--- config.mk ---
export PLATFORM = sky130hd
export DESIGN_NAME = fsm_trace_sat_cnt
export DESIGN_NICKNAME = d
export VERILOG_FILES = /design/src/rtl/fsm_trace_sat_cnt.sv
export SDC_FILE = /design/constraint.sdc
export NUM_CORES = 1
export LEC_CHECK = 0
export CAP_MARGIN = 15
export CELL_PAD_IN_SITES_DETAIL_PLACEMENT = 1
export CELL_PAD_IN_SITES_GLOBAL_PLACEMENT = 2
export CORE_AREA = 2 2 57 85
export CTS_CLUSTER_DIAMETER = 30
export CTS_CLUSTER_SIZE = 28
export DETAILED_ROUTE_END_ITERATION = 12
export DIE_AREA = 0 0 59 87
export PLACE_DENSITY_LB_ADDON = 0.1
export SYNTH_ARGS = -nofsm -noshare
export SYNTH_HDL_FRONTEND = slang
export SYNTH_SLANG_ARGS = --single-unit
--- constraint.sdc ---
create_clock -name clk -period 2.5 [get_ports clk]
set_clock_uncertainty 0.15 [all_clocks]
set_input_delay 0.5 -clock clk [delete_from_list [all_inputs] [get_ports clk]]
set_output_delay 0.5 -clock clk [all_outputs]
set_load 0.01 [all_outputs]
--- src/rtl/fsm_trace_sat_cnt.sv ---
// Saturating up-counter with synchronous clear; clear beats increment.
// count_next is exposed so callers can register decisions on the upcoming value.
module fsm_trace_sat_cnt #(
  parameter int W = 16
) (
  input  logic         clk,
  input  logic         reset,
  input  logic         clr,
  input  logic         inc,
  output logic [W-1:0] count,
  output logic [W-1:0] count_next
);

  logic [W-1:0] count_reg;

  always_comb begin
    count_next = count_reg;
    if (clr) begin
      count_next = '0;
    end else if (inc && (count_reg != '1)) begin
      count_next = count_reg + W'(1);
    end
  end

  always_ff @(posedge clk) begin
    if (reset) begin
      count_reg <= '0;
    end else begin
      count_reg <= count_next;
    end
  end

  assign count = count_reg;

endmodule

# Yosys cells after proc, flatten, opt, wreduce, memory -nomap -nowiden
# Index checks and enable logic that the tools add are counted.
# classes
n_eq_ne,1
add_sub_neg,1
n_reduce_logical,1
muxes,2
# ops
op,n
16-bit two-way mux,2
"16-bit by 1-bit adder with 16-bit output, second input constant",1
"16-bit != test, second input constant",1
1-bit logical AND,1
# word_totals
output_inout_bits,32
word_cells,6
regBits,16
inputBits,4

# Longest topological paths before layout
# Gate-level depths: netlist of run 1.
# logic_depth
depth_word,4
mapped_depth,5
mapped_depth_nobuf,5

# Least setup slack after synthesis of run 1
# OpenSTA, ideal clock, no wires.
# synth_path
path_type,register to output
start,"register count_reg[0], in the netlist count[0]"
end,output port count_next[15]
required_time_ns,1.850
slack_ns,0.004
n_path_buf,0
arrival_time_ns,1.846
stages_incl_launch_ff,6
cell_sequence,dfxtp_1 -> ha_1 -> nand3_1 -> nor4_4 -> nor3_2 -> nor4_1
# synth_via
elab_chain_cells,4
elab_cells_between_ends,5
cone_classes,add/sub: 1; eq/ne: 1; mux: 2; reduce/logical: 1
# synth_lines
element,line,rtl
"start, declared",14,logic [W-1:0] count_reg;
"start signal, assigned",29,count_reg <= count_next;
branches (longest 2 deep; another with 16-bit by 1-bit adder with 16-bit output),-,
16-bit two-way mux *,20,end else if (inc && (count_reg != '1)) begin
16-bit two-way mux *,18,if (clr) begin
"end, declared",11,output logic [W-1:0] count_next
# Mark *: on every way between the ends.

# Final worst setup path of run 1
# layout_path
start,"register count_reg[0], in the netlist count[0]"
end,output port count_next[6]
# The elaborated chain is that of the path after synthesis.

==> impl_metrics.toml, run 1 <==
[sta]
setup-tns-final_ps = -899
worst_pin_slew_ps = 321
final-max-slew-violation-count = 0
setup_ws_ps = -162
fmax_mhz = 376
setup_violations = 12
relSlewSlack_pct = 78.5
rsz0062_at_grt = "yes"
min_period_ps = 2660
period_share_pct = 106
final-hold-violation-count = 0

[clocking]
cts.path.max_buffers = 2
clk_latency_ps = 260
htree_levels = 1
ctsHoldBuffers = 0
cts-buffers-inserted = 3
cts_tree = "built"
clkTransAtPathRegs_ps = 70
cts_root_buffer = "clkbuf_8"
cts_sinks = 16

[min_path]
hold_depth = 3
whs_endpoint = "count[6]$_SDFF_PP0_"
min_path_type = "register to register"
min_from = "count[6]$_SDFF_PP0_"

[drt]
post_drt_wl_per_cell_um = 16.3
viasPerCell = 4.95
vias = 1407
drt_iter0_drc = 41
ant_nets = 0
drc = 0
drt_pre_antenna_iters = 4
wl_um = 4620

[power]
p_seq_share_pct = 45.6
power.switching_w = 0.000136
swShare_pct = 24.2
pwr-share-comb_pct = 10.7
clockPowerShare_pct = 43.7
p_leak_nw = 1.01
power.internal_w = 0.000427
ir_drop_mv = 0.232
powerDensity_mw_per_mm2 = 252

[layout]
fin_util_pct = 50.5
seqCellArea_um2 = 340
drive_gt1_share_pct = 60.6
diodes = 0
nFillCells = 545
fin_nets = 242
area_growth_pct = 112
multi_input_area_um2 = 918
largest_register_ffs = 16

[grt]
antenna_found_initial = 0
grt_max_degree = 13
grt_overflow = 0
grt_pass1_vias = 1539
grt_pass1_wl_um = 7180
grt_usage_pct = 18.1

[setup_path]
critical_path.max_stage_delay_ps = 470
cp.required_ps = 1850
endpoint_kind = "output port"
worst-path-buf-inv = 4
crit_fanout = 7
setup.worst_path.start_class = "register"
crit_family = "simple AND/OR/NAND/NOR gates"
cp_slowest_cell = "or4_4"
worstPathCellList = "ha_4 -> nand3_4 -> buf_6 -> nor4_4 -> buf_4 -> buf_12 -> or4_4 -> a21oi_2 -> buf_2"
rr_startpoint = "count[12]$_SDFF_PP0_"
r2r.worst_path.cells = 14
rrSetupSlack_ps = 70
arrival_ps = 2010
r2r_end = "count[10]$_SDFF_PP0_"
setup.worst_path.class = "register to output port"

[die]
dieArea_mm2 = 0.00513
coreArea_mm2 = 0.00443
start_util_pct = 23.8
rows = 30
fp.dieW_um = 59
die_h_um = 87
io_pins = 36

[placed_design]
port_buffers = 35
hpwlAfterDp_um = 3120
gp_congestion = 0.763

[yosys]
synth_top_area_cell = "dfxtp_1"
ys_warn_count = 0
synthMuxAreaShare_pct = 10.9
synth_fp_nets = 136
yosys.area_share.xor_xnor_pct = 1.66
avgSynthCellArea_um2 = 8.05
ys_seq_area_share_pct = 30.4
synth_area_leaders = "dfxtp_1 30%, nor2_1 8.2%, mux2i_1 6.6%"
synth_cell_type_count = 36
syn_area_mm2 = 0.00105
synth_top_family_by_area = "simple AND/OR/NAND/NOR gates"
synthSimpleGateAreaFrac_pct = 43.3
ys_ff_latch = 16
syn-instance-count = 131
synth-adder-area-share_pct = 1.19
synth.top_cell.area_share_pct = 30.4
synth_compound_area_share_pct = 10.3

[flow_run]
max_cap_viol_count = 0

[outcome]
violations = "setup timing"
status = "complete, but fails checks"
## cells in the final DEF, fill, tap and decap left out, types with 3 or more instances in the layout
cell | netlist | layout
a21oi_1 | 9 | 6
a21oi_2 | 0 | 3
and4_1 | 5 | 3
buf_2 | 1 | 11
buf_4 | 0 | 63
buf_6 | 0 | 10
clkbuf_8 | 0 | 4
clkdlybuf4s50_1 | 0 | 18
dfxtp_2 | 0 | 16
mux2i_1 | 7 | 5
nand2_1 | 10 | 9
nand3_1 | 7 | 6
nand4_1 | 3 | 3
nor2_1 | 23 | 21
nor3_1 | 7 | 3
nor3_4 | 0 | 5
nor4_4 | 1 | 3
o21ai_1 | 1 | 4
or3_1 | 4 | 4
## power by group through the flow
stage	Clock (W)	Combinational [W]	Sequential, W
finish	0.000246	0.0000604	0.000257
global route	0.000266	0.0000655	0.000257
CTS	0.000249	0.0000585	0.000257
detailed placement	0	0.0000476	0.000262
global placement	0	0.0000464	0.000262
floorplan	0	0.0000175	0.000264
## final cells by class
cell class	count	share of cell area, %
clock buffers	4	2.46
inverters	1	0.168
multi-input cells	109	41.1
flip-flops and latches	16	15.2
well taps	48	2.68
repair buffers	106	38.4
## worst max path at each step
stage	slack, ps	cells after the start	to	from
2_1_floorplan	4	5	count_next[15]	count[0]$_SDFF_PP0_
3_3_place_gp	-740	7	count_next[11]	inc
3_5_place_dp	-740	6	count_next[13]	inc
4_1_cts	-120	8	count_next[12]	count[1]$_SDFF_PP0_
5_1_grt	-230	9	count_next[6]	count[12]$_SDFF_PP0_
6_report	-160	9	count_next[6]	count[0]$_SDFF_PP0_
## cell families after synthesis
kind of cell,after synthesis
simple gates,77
buf+inv,6
fa+ha+maj,1
compound gates,18
mux,11
xor+xnor,2
flops,16
## routing by layer
metal  wire (um)  GRT usage, %
met3         123          2.08
met4         138          9.92
met5           0             0
met1        1760          19.6
met2        2600          33.1
## worst reg2reg max path, stage by stage (launching register included)
cell,delay [ps]
dfxtp_2,350
nand4_1,200
buf_4,210
buf_4,120
buf_4,120
buf_4,130
o21ai_0,140
mux2i_1,120
buf_4,140
buf_4,120
buf_4,120
buf_4,120
buf_4,120
buf_4,120
nor2_1,90
## repair_timing
item / 4_1_cts / 5_1_grt
gates resized for setup: 101 / 32
pin swaps: 17 / 15
gates cloned: 0 / 0
setup endpoints to repair: 16 / 16
setup buffers: 20 / 10
## per-stage QoR
stage               hold slack, ps  total power (W)  cells  instance area (um2)  setup WS, ps
floorplan                      395         0.000281    131                 1050          3.77
global placement               470         0.000309    252                 1770          -735
detailed placement             489         0.000310    252                 1770          -736
CTS                            485         0.000565    274                 2110          -124
global route                   521         0.000589    284                 2240          -231
finish                         495         0.000564    284                 2240          -162
## cells in the mapped netlist
cell type,instances
nor4_2,1
mux2_2,4
dfxtp_1,16
xnor2_1,1
or3_2,2
clkbuf_1,3
nor3_1,7
nand2b_1,1
buf_2,1
and4_1,5
buf_1,1
a211oi_1,1
o21ai_1,1
nor4_4,1
and3_1,1
o21ai_0,4
inv_1,1
mux2i_1,7
nand4_1,3
a21oi_1,9
nor2b_1,2
and2_1,1
nand3_1,7
or2_2,1
nor3_2,2
o31ai_1,1
or3_1,4
xor2_1,1
nor4_1,3
ha_1,1
nand2_1,10
o41ai_2,1
or4_1,1
nor2_1,23
nand4_4,2
a21o_1,1
No activity file was read; power rests on OpenSTA's default activity.
==> inputs of run 2 (changes only) <==
--- a/config.mk
+++ b/config.mk
@@ -13,6 +13,7 @@
 export CTS_CLUSTER_SIZE = 28
 export DETAILED_ROUTE_END_ITERATION = 12
 export DIE_AREA = 0 0 59 87
+export GPL_ROUTABILITY_DRIVEN = 0
 export PLACE_DENSITY_LB_ADDON = 0.1
 export SYNTH_ARGS = -nofsm -noshare
 export SYNTH_HDL_FRONTEND = slang
==> results of run 2 <==
Final layout, timing and power as in run 1 (identical DEF).
